--- src/rtl/multicycle_controller_pkg.sv ---
// Shared encodings for the multicycle controller.
// Holds the 4-bit FSM state encoding and the opcode and funct constants.
// Also holds the ALUOp and ALUControl constants, plus helpers that
// classify opcode and funct values as supported.
package multicycle_controller_pkg;

    typedef enum logic [3:0] {
        StFetch   = 4'd0,
        StDecode  = 4'd1,
        StMemAdr  = 4'd2,
        StMemRd   = 4'd3,
        StMemWb   = 4'd4,
        StMemWr   = 4'd5,
        StRTypeEx = 4'd6,
        StRTypeWb = 4'd7,
        StBeqEx   = 4'd8,
        StAddiEx  = 4'd9,
        StAddiWb  = 4'd10,
        StJEx     = 4'd11
    } state_e;

    localparam logic [5:0] OpRType = 6'b000000;
    localparam logic [5:0] OpLw    = 6'b100011;
    localparam logic [5:0] OpSw    = 6'b101011;
    localparam logic [5:0] OpBeq   = 6'b000100;
    localparam logic [5:0] OpAddi  = 6'b001000;
    localparam logic [5:0] OpJ     = 6'b000010;

    localparam logic [5:0] FunctAdd = 6'b100000;
    localparam logic [5:0] FunctSub = 6'b100010;
    localparam logic [5:0] FunctAnd = 6'b100100;
    localparam logic [5:0] FunctXor = 6'b100110;
    localparam logic [5:0] FunctOr  = 6'b100101;

    localparam logic [1:0] AluOpAdd   = 2'b00;
    localparam logic [1:0] AluOpSub   = 2'b01;
    localparam logic [1:0] AluOpFunct = 2'b10;

    localparam logic [2:0] AluCtlAdd = 3'b000;
    localparam logic [2:0] AluCtlSub = 3'b001;
    localparam logic [2:0] AluCtlAnd = 3'b010;
    localparam logic [2:0] AluCtlXor = 3'b011;
    localparam logic [2:0] AluCtlOr  = 3'b100;

    function automatic logic op_is_known(input logic [5:0] op);
        return (op == OpRType) || (op == OpLw) || (op == OpSw) ||
               (op == OpBeq) || (op == OpAddi) || (op == OpJ);
    endfunction

    function automatic logic funct_is_known(input logic [5:0] funct);
        return (funct == FunctAdd) || (funct == FunctSub) || (funct == FunctAnd) ||
               (funct == FunctXor) || (funct == FunctOr);
    endfunction

endpackage

--- src/rtl/alu_decoder.sv ---
// Combinational ALU decoder for the multicycle controller.
// Ports:
//   alu_op_i        - 2-bit ALUOp from the FSM: add, sub or funct decode.
//   funct_i         - instruction funct field.
//   alu_control_o   - 3-bit ALU operation.
//   funct_illegal_o - high when a funct decode hits an unsupported funct.
module alu_decoder
    import multicycle_controller_pkg::*;
(
    input  logic [1:0] alu_op_i,
    input  logic [5:0] funct_i,
    output logic [2:0] alu_control_o,
    output logic       funct_illegal_o
);

    always_comb begin
        alu_control_o   = AluCtlAdd;
        funct_illegal_o = 1'b0;
        case (alu_op_i)
            AluOpAdd: alu_control_o = AluCtlAdd;
            AluOpSub: alu_control_o = AluCtlSub;
            AluOpFunct: begin
                case (funct_i)
                    FunctAdd: alu_control_o = AluCtlAdd;
                    FunctSub: alu_control_o = AluCtlSub;
                    FunctAnd: alu_control_o = AluCtlAnd;
                    FunctXor: alu_control_o = AluCtlXor;
                    FunctOr:  alu_control_o = AluCtlOr;
                    default: begin
                        alu_control_o   = AluCtlAdd;
                        funct_illegal_o = 1'b1;
                    end
                endcase
            end
            default: alu_control_o = AluCtlAdd;
        endcase
    end

endmodule

--- src/rtl/multicycle_controller.sv ---
// Moore-FSM control unit for a multicycle MIPS-style datapath.
// Ports:
//   clk, reset         - rising-edge clock, synchronous active-high reset.
//   Op, Funct, Zero    - instruction fields and ALU zero status.
//   ALUControl         - ALU operation.
//   ALUSrcA, ALUSrcB   - ALU operand selects.
//   PCSrc              - next-PC select.
//   PCEn, IorD         - PC load enable, memory address select.
//   MemWrite, IRWrite  - memory write and instruction register load.
//   RegDst, MemtoReg   - register-file write address and write data selects.
//   RegWrite           - register-file write enable.
//   IllegalOp          - one-cycle pulse on an unsupported Op or Funct.
module multicycle_controller
    import multicycle_controller_pkg::*;
(
    input  logic       clk,
    input  logic       reset,
    input  logic [5:0] Op,
    input  logic [5:0] Funct,
    input  logic       Zero,
    output logic [2:0] ALUControl,
    output logic       ALUSrcA,
    output logic [1:0] ALUSrcB,
    output logic [1:0] PCSrc,
    output logic       PCEn,
    output logic       IorD,
    output logic       MemWrite,
    output logic       IRWrite,
    output logic       RegDst,
    output logic       MemtoReg,
    output logic       RegWrite,
    output logic       IllegalOp
);

    state_e     state_q, state_d;
    logic [1:0] alu_op;
    logic       funct_illegal;
    logic       pc_write;
    logic       branch;
    logic       mem_write_raw;
    logic       ir_write_raw;
    logic       reg_write_raw;
    logic       illegal_raw;

    // State register
    always_ff @(posedge clk) begin
        if (reset) begin
            state_q <= StFetch;
        end else begin
            state_q <= state_d;
        end
    end

    // Next-state logic
    always_comb begin
        state_d = StFetch;
        case (state_q)
            StFetch: state_d = StDecode;
            StDecode: begin
                case (Op)
                    OpLw, OpSw: state_d = StMemAdr;
                    OpRType:    state_d = StRTypeEx;
                    OpBeq:      state_d = StBeqEx;
                    OpAddi:     state_d = StAddiEx;
                    OpJ:        state_d = StJEx;
                    default:    state_d = StFetch;
                endcase
            end
            StMemAdr:  state_d = (Op == OpLw) ? StMemRd : StMemWr;
            StMemRd:   state_d = StMemWb;
            StRTypeEx: state_d = StRTypeWb;
            StAddiEx:  state_d = StAddiWb;
            default:   state_d = StFetch;
        endcase
    end

    // Output logic
    always_comb begin
        alu_op        = AluOpAdd;
        ALUSrcA       = 1'b0;
        ALUSrcB       = 2'b00;
        PCSrc         = 2'b00;
        IorD          = 1'b0;
        RegDst        = 1'b0;
        MemtoReg      = 1'b0;
        pc_write      = 1'b0;
        branch        = 1'b0;
        mem_write_raw = 1'b0;
        ir_write_raw  = 1'b0;
        reg_write_raw = 1'b0;
        illegal_raw   = 1'b0;
        case (state_q)
            StFetch: begin
                ir_write_raw = 1'b1;
                ALUSrcB      = 2'b01;
                pc_write     = 1'b1;
            end
            StDecode: begin
                ALUSrcB     = 2'b11;
                illegal_raw = ~op_is_known(Op);
            end
            StMemAdr: begin
                ALUSrcA = 1'b1;
                ALUSrcB = 2'b10;
            end
            StMemRd: IorD = 1'b1;
            StMemWb: begin
                reg_write_raw = 1'b1;
                MemtoReg      = 1'b1;
            end
            StMemWr: begin
                IorD          = 1'b1;
                mem_write_raw = 1'b1;
            end
            StRTypeEx: begin
                ALUSrcA     = 1'b1;
                alu_op      = AluOpFunct;
                illegal_raw = funct_illegal;
            end
            StRTypeWb: begin
                // Unsupported funct completes the instruction without a register update.
                reg_write_raw = funct_is_known(Funct);
                RegDst        = 1'b1;
            end
            StBeqEx: begin
                ALUSrcA = 1'b1;
                alu_op  = AluOpSub;
                PCSrc   = 2'b01;
                branch  = 1'b1;
            end
            StAddiEx: begin
                ALUSrcA = 1'b1;
                ALUSrcB = 2'b10;
            end
            StAddiWb: reg_write_raw = 1'b1;
            StJEx: begin
                PCSrc    = 2'b10;
                pc_write = 1'b1;
            end
            default: ;
        endcase
    end

    alu_decoder u_alu_decoder (
        .alu_op_i        (alu_op),
        .funct_i         (Funct),
        .alu_control_o   (ALUControl),
        .funct_illegal_o (funct_illegal)
    );

    // Architectural side effects are suppressed while reset is held.
    assign PCEn      = ~reset & (pc_write | (branch & Zero));
    assign MemWrite  = ~reset & mem_write_raw;
    assign IRWrite   = ~reset & ir_write_raw;
    assign RegWrite  = ~reset & reg_write_raw;
    assign IllegalOp = ~reset & illegal_raw;

endmodule

--- config.mk ---
export PLATFORM = sky130hd
export DESIGN_NAME = multicycle_controller
export DESIGN_NICKNAME = d
export VERILOG_FILES = /design/src/rtl/multicycle_controller_pkg.sv /design/src/rtl/alu_decoder.sv /design/src/rtl/multicycle_controller.sv
export SDC_FILE = /design/constraint.sdc
export NUM_CORES = 1
export LEC_CHECK = 0
export CORE_UTILIZATION = 45
export DETAILED_ROUTE_END_ITERATION = 12
export DONT_BUFFER_PORTS = 1
export SLEW_MARGIN = 20
export SYNTH_ARGS = -nofsm -noshare
export SYNTH_HDL_FRONTEND = slang
export SYNTH_SLANG_ARGS = --single-unit
export TNS_END_PERCENT = 30
--- constraint.sdc ---
create_clock -name clk -period 5.4 [get_ports clk]
set_input_delay 1.08 -clock clk [delete_from_list [all_inputs] [get_ports clk]]
set_output_delay 1.08 -clock clk [all_outputs]
set_load 0.02 [all_outputs]
==> impl_summary.txt <==
----------------------------------------------------
[Timing]
  Maximum frequency from static timing analysis ... a little under 0.3 GHz
  Part of the cycle the worst path needs ... approximately 64%
  Actual slew at the worst max-slew pin ... approximately 1.0 ns
  Fin. max-slew vios ... 0
  Final Hold Vio Count ... 0
  Final setup viols ... 0
  Setup repair after global routing missed its margin ... false
  Relative slew slack ... ~30%
  Final setup TNS ... 0 ns
  Final critical delay including setup and external delays ... approximately 3.4 ns
  Worst setup skew after layout ... approximately 0.0011 ns

[Clocking]
  Cell at the root of the clock tree ... sky130_fd_sc_hd__clkbuf_4
  Number of buffers added to fix hold violations after cts ... 0
  Number of levels the H-tree was split into ... 1
  Clock Tree Buf Depth ... 2
  CTS clk-pin slew, worst paths ... ~0.030 ns
  CTS tree ... done
  Post-CTS Setup Bufs ... 0
  Num CTS Buffers ... 3
  Clock latency of the later-clocked register in the worst-skew pair ... 0.23 ns
  Resize count post-CTS ... 0
  Clock Sink Count ... 4

[Synth]
  Combined area of all synthesized cells ... about 590 µm²
  Number of enable flip-flop cells after synthesis ... 0
  Synth cell types ... 32
  Async set-or-reset flop fraction in the synthesized netlist ... 0%
  Area share of the largest cell type after synthesis ... roughly 14%
  Most common library cells after synthesis ... sky130_fd_sc_hd__nor2_1 (18), sky130_fd_sc_hd__inv_1 (7), sky130_fd_sc_hd__nand2b_1 (5), sky130_fd_sc_hd__nor3_1 (5)
  Yosys warning count ... 0
  Synth area leader ... sky130_fd_sc_hd__dfxtp_1
  Number of synthesized register bits ... 4
  Total nets after synthesis ... 110
  Primary flip-flop cell chosen by synthesis mapping ... sky130_fd_sc_hd__dfxtp_1
  Cell with the most instances after synthesis ... sky130_fd_sc_hd__nor2_1
  Ranking of synthesized cells by area ... sky130_fd_sc_hd__dfxtp_1 (14%), sky130_fd_sc_hd__nor2_1 (11%), sky130_fd_sc_hd__ha_1 (6.3%), sky130_fd_sc_hd__xor2_1 (5.9%), sky130_fd_sc_hd__nand2b_1 (5.3%)
  Post-synthesis area per instance ... between 6 and 7 µm²
  Mapped Cells ... ~90
  Sequential element share of the synthesized area ... 13.5%

[Critical path]
  Worst Path Required ... ~4.3 ns
  Worst Path Class, Setup ... reg2out
  Cell Chain, Critical Path ... nand2b_1 -> nor2_1 -> ha_1 -> inv_1 -> o41ai_1
  Worst Reg2Reg Path Length in Cells ... 3
  Startpoint of the worst-slack reg-to-reg timing path ... state_q[1]$_SDFF_PP0_
  FF-to-FF End ... state_q[1]$_SDFF_PP0_
  Critical path fanouts, max ... 14
  Category of the worst setup path launch point ... register
  Slack of the worst reg-to-reg path ... roughly 3.9 ns
  Crit. path cell count ... 5
  Critical path endpoint category ... output port
  Family with the most delay on the worst path ... compound AO/OA/AOI/OAI gates
  CP Capture Point ... IllegalOp
  Launch point of the critical path ... state_q[2]$_SDFF_PP0_
  Delay of the slowest critical-path stage ... around 0.86 ns
  Number of buffer and inverter stages on the critical path ... 1
  Slowest stage cell, crit path ... sky130_fd_sc_hd__o41ai_1
  Data arrival time at the worst-slack endpoint ... between 2 and 2.5 ns

[GRT]
  Antenna violations before repair ... 0
  Maximum number of pins on one net before global-route repair ... 17
  Wire length of the first global-routing pass ... around 2.4 mm
  GRT Resource Usage Total ... 22.7%
  Global route overflow ... 0
  Number of global-route vias before repair ... ~550

[Floorplan]
  Vertical die dimension ... 38.3 µm
  Overall die area ... roughly 1500 µm²
  Top Ports ... 31
  Standard-cell row count ... 12
  Die extent in x ... about 38 µm
  Core region area ... around 1200 µm²
  Initial cell density of the core ... about 50%

[Cells and area]
  Nets ... 110
  Post-synthesis to final-layout area growth ... 3.81%
  Post-route standard cell area excluding fillers ... roughly 600 µm²
  Number of flip-flops under the largest register name ... 4
  Proportion of layout cells with a drive suffix above 1 ... under 10%
  Antenna diode instance count ... 0
  Biggest register ... state_q
  Largest registers ... state_q x4

[Place]
  IO Port Bufs ... 0
  DP Wirelength ... around 1.0 mm
  Dpl cell area ... a little under 600 µm²
  Routability cong. ... ~0.80

[Drt]
  Vias after detailed routing ... ~630
  Post-detailed-route DRC marker count ... 0
  Post-DR vias/cell ... roughly 6.1
  Detailed-route wire length per cell ... between 10 and 15 µm
  Iteration count of the initial detailed-routing pass ... 4
  DR iter-0 viols ... 13
  Antenna viol nets, final ... 0
  Total routed wirelength ... 1.37 mm

[Run]
  Max Cap Violations ... 0

[Power]
  Overall power after layout ... 0.0868 mW
  Standby leakage power ... around 0.22 nW
  Highest ir drop seen on vdd ... 87.9 µV
  Pwr dens ... between 100 and 150 nW/µm²

[Run status]
  Status ... completed

[Worst hold path]
  Hold path cells ... 2
  Class of the most critical hold timing path ... reg2reg

----------------------------------------------------
stage by stage:
| step | hold slack [ns] | std cells | util [%] | setup slack (ns) |
|---|---|---|---|---|
| finish | 0.700 | 104 | 52.5 | 1.96 |
| global route | 0.741 | 104 | 52.5 | 1.73 |
| CTS | 0.692 | 104 | 52.5 | 1.94 |
| detailed placement | 0.685 | 101 | 50.5 | 2.07 |
| global placement | 0.680 | 101 | 50.5 | 2.08 |
| floorplan | 0.537 | 92 | - | 1.92 |
logic make-up after synthesis:
family / synth area share [%]
AO/OA/AOI/OAI: 20.9
AND/OR/NAND/NOR: 45.7
XOR/XNOR: 5.92
flip-flops: 13.5
buffers and inverters: 7.61
adder cells (fa/ha/maj): 6.34
per-layer routing:
layer	global-route usage (%)	up-vias	wire length, µm
met5	0	-	0
met4	0	0	0
met3	7.56	0	83
met2	33.9	25	587
met1	33.2	281	703
li1	-	326	-
report_power, final:
part | switching [mW] | internal [mW]
clock | 0.0107 | 0.0248
combinational | 0.0110 | 0.00659
sequential | 0.00316 | 0.0306
worst min-delay path by stage:
stage | from | to | slack (ns)
detailed placement | state_q[3]$_SDFF_PP0_ | state_q[3]$_SDFF_PP0_ | 0.69
CTS | state_q[3]$_SDFF_PP0_ | state_q[3]$_SDFF_PP0_ | 0.69
global route | state_q[3]$_SDFF_PP0_ | state_q[3]$_SDFF_PP0_ | 0.74
finish | state_q[3]$_SDFF_PP0_ | state_q[3]$_SDFF_PP0_ | 0.70
global placement | state_q[3]$_SDFF_PP0_ | state_q[3]$_SDFF_PP0_ | 0.68
floorplan | state_q[1]$_SDFF_PP0_ | state_q[0]$_SDFF_PP0_ | 0.54
area by class of cell:
type	count	area, µm²
inverter	7	26.3
clock buffer	3	22.5
fill	139	557
sequential	4	80.1
tap	14	17.5
multi-input combinational	76	468
tightest hold or removal path, cell delays in order (launching register included):
cell and delay, ns:
sky130_fd_sc_hd__dfxtp_1 0.41, sky130_fd_sc_hd__inv_1 0.13, sky130_fd_sc_hd__a2111oi_0 0.09
cell usage in the layout, fill, tap and decap left out:
master and count:
sky130_fd_sc_hd__nor2b_1 2, sky130_fd_sc_hd__inv_1 7, sky130_fd_sc_hd__o41ai_1 1, sky130_fd_sc_hd__o21bai_1 1, sky130_fd_sc_hd__o21ai_0 2, sky130_fd_sc_hd__nand2b_1 5
sky130_fd_sc_hd__xor2_1 4, sky130_fd_sc_hd__a2111oi_1 1, sky130_fd_sc_hd__o21ai_1 2, sky130_fd_sc_hd__a2111oi_0 2, sky130_fd_sc_hd__nor4_1 1, sky130_fd_sc_hd__nand3_1 2
sky130_fd_sc_hd__nor4b_1 1, sky130_fd_sc_hd__or3_1 2, sky130_fd_sc_hd__dfxtp_1 4, sky130_fd_sc_hd__ha_1 3, sky130_fd_sc_hd__nor3_1 5, sky130_fd_sc_hd__or3b_1 1
sky130_fd_sc_hd__nand2_1 2, sky130_fd_sc_hd__o211ai_1 1, sky130_fd_sc_hd__nand4_1 3, sky130_fd_sc_hd__nand3_2 1, sky130_fd_sc_hd__or4_1 2, sky130_fd_sc_hd__a211oi_1 1
sky130_fd_sc_hd__and3_1 1, sky130_fd_sc_hd__a21oi_1 4, sky130_fd_sc_hd__o31ai_1 1, sky130_fd_sc_hd__nand3b_1 3, sky130_fd_sc_hd__clkbuf_4 3, sky130_fd_sc_hd__a31oi_1 3
sky130_fd_sc_hd__and3_2 1, sky130_fd_sc_hd__nor2_1 18
No activity file was read; power rests on OpenSTA's default activity.
==> patch: new RTL, same settings <==
Put a register stage on the outputs `PCEn`, `MemWrite`, `IRWrite`, `RegWrite` and `IllegalOp`, without a reset. The values now appear one clock later. The other outputs are not delayed to match. Comments in the files are not updated.
--- a/src/rtl/multicycle_controller.sv
+++ b/src/rtl/multicycle_controller.sv
@@ -151,7 +151,9 @@
     // Architectural side effects are suppressed while reset is held.
-    assign PCEn      = ~reset & (pc_write | (branch & Zero));
-    assign MemWrite  = ~reset & mem_write_raw;
-    assign IRWrite   = ~reset & ir_write_raw;
-    assign RegWrite  = ~reset & reg_write_raw;
-    assign IllegalOp = ~reset & illegal_raw;
+    always_ff @(posedge clk) begin
+        PCEn      <= ~reset & (pc_write | (branch & Zero));
+        MemWrite  <= ~reset & mem_write_raw;
+        IRWrite   <= ~reset & ir_write_raw;
+        RegWrite  <= ~reset & reg_write_raw;
+        IllegalOp <= ~reset & illegal_raw;
+    end
 
Check against the original RTL: not equivalent (Yosys sat finds a counterexample within 4 cycles, from zero or initial values and one cycle with reset high).
==> patch against the unedited design <==
Setup slack got worse by 61 ps. Total power grew 65%. Synthesized area increased by 12%. Routed wire length rose by 4.7%. Sequential cell count is 5 higher. Design area up 12%. Clock skew increased by 5.0 ps. Core utilization is 0.86 points lower. Largest power group is now registers.
==> patch: results <==
metrics = {
    "run_status": {
        "status": "completed",
    },
    "clock_tree": {
        "cts_buffer_depth": 2,
        "worstSkewPairLatency_ps": 260,
        "cts.clk_slew.worst_paths_ps": 60,
        "numCtsBuffers": 3,
        "cts_resized": 0,
        "post-cts-setup-buffers": 0,
    },
    "setup_path": {
        "path_delay_family": "simple AND/OR/NAND/NOR gates",
        "arrival_ps": 2430,
        "crit_path_top_delay_cell": "dfxtp_1",
        "rr_worst_depth": 5,
        "slowest_delay_ps": 620,
    },
    "drt": {
        "routedWlPerCell_um": 14.0,
        "drcViolationCount": 0,
        "drtIter0Drc": 16,
        "dr.pass1.iters": 4,
        "vias": 640,
    },
    "logic_synthesis": {
        "ys_top_cells_by_area": "dfxtp_1, nor3_1, nor2_1",
        "synth_flop_cell": "dfxtp_1",
        "yosysUniqueCellTypes": 33,
        "seq_area_frac_synth_pct": 27.1,
        "yosysWarnings": 0,
        "synth_common_cells": "nor2_1, dfxtp_1, nor3_1",
        "syn_nets": 105,
    },
    "cells_and_area": {
        "regMostFlops": "state_q",
        "drive_gt1_share_pct": 7.95,
    },
    "power_and_ir_drop": {
        "peakVddDrop_uv": 81.6,
        "p_sw_mw": 0.0385,
        "p_leak_nw": 0.220,
    },
    "sta": {
        "clock_skew_ps": 6.09,
        "relSlewSlack_pct": 52.4,
    },
    "placed_design": {
        "io_buffer_count": 0,
        "hpwl_um": 1090,
        "gp_congestion": 0.770,
        "dp_slack_ps": 2100,
    },
    "global_route": {
        "grt_util_all_layers_pct": 17.4,
        "grt_max_degree": 15,
        "grt_pass1_vias": 470,
        "grt_pass1_wl_um": 1900,
    },
    "min_path": {
        "whs_path_depth": 2,
        "holdCritPathClass": "reg -> reg",
    },
}
## patch: path summary, 6_finish.rpt
kind,startpoint,endpoint,slack [ps]
max,state_q[2],ALUControl[2],1890
min,state_q[1],PCEn,650
max reg2reg,state_q[2],IllegalOp,3580
min reg2reg,state_q[1],PCEn,650
## patch: area by class of cell
class	instances	area, um2
Fill cell	148	646
Multi-Input combinational cell	68	437
Sequential cell	9	180
Clock buffer	4	26.3
Inverter	7	26.3
Tap cell	15	18.8
## patch: power by group through the flow
| stage | Sequential (mW) | Clock [mW] | Combinational, mW |
|---|---|---|---|
| global placement | 0.0770 | 0 | 0.0173 |
| CTS | 0.0755 | 0.0526 | 0.0173 |
| finish | 0.0755 | 0.0506 | 0.0173 |
| detailed placement | 0.0770 | 0 | 0.0171 |
| global route | 0.0762 | 0.0556 | 0.0191 |
| floorplan | 0.0739 | 0 | 0.0179 |
## patch: kinds of logic after synthesis
kind of cell | Yosys count | share of synthesized area (%)
AOI/OAI and AO/OA | 22 | 24.1
adders and majority gates | 2 | 3.76
and+or+nand+nor | 41 | 33.8
xor gates and xnor gates | 3 | 3.95
DFF | 9 | 27.1
buffers and inverters | 11 | 7.33
## patch: metrics by stage
stage	instance area (um2)	hold WS (ps)	utilization, %	cells
after floorplan	666	514	-	88
after global placement	662	621	49.6	99
after detailed placement	662	621	49.6	99
after CTS	688	637	51.6	103
after global routing	688	690	51.6	103
final	688	646	51.6	103
## patch: worst min-delay path, delay by kind of cell, from the launching register on
kind	cells	cell delay, ps
and+or+nand+nor	1	110
AOI/OAI and AO/OA	1	60
DFF	1	420
## patch: metal layers
metal | wire length [um] | up-vias | global-route usage, %
met5 | 0 | - | 0
met4 | 0 | 0 | 10.0
met3 | 119 | 0 | 2.78
met2 | 607 | 34 | 22.2
met1 | 711 | 276 | 26.3
li1 | - | 330 | -
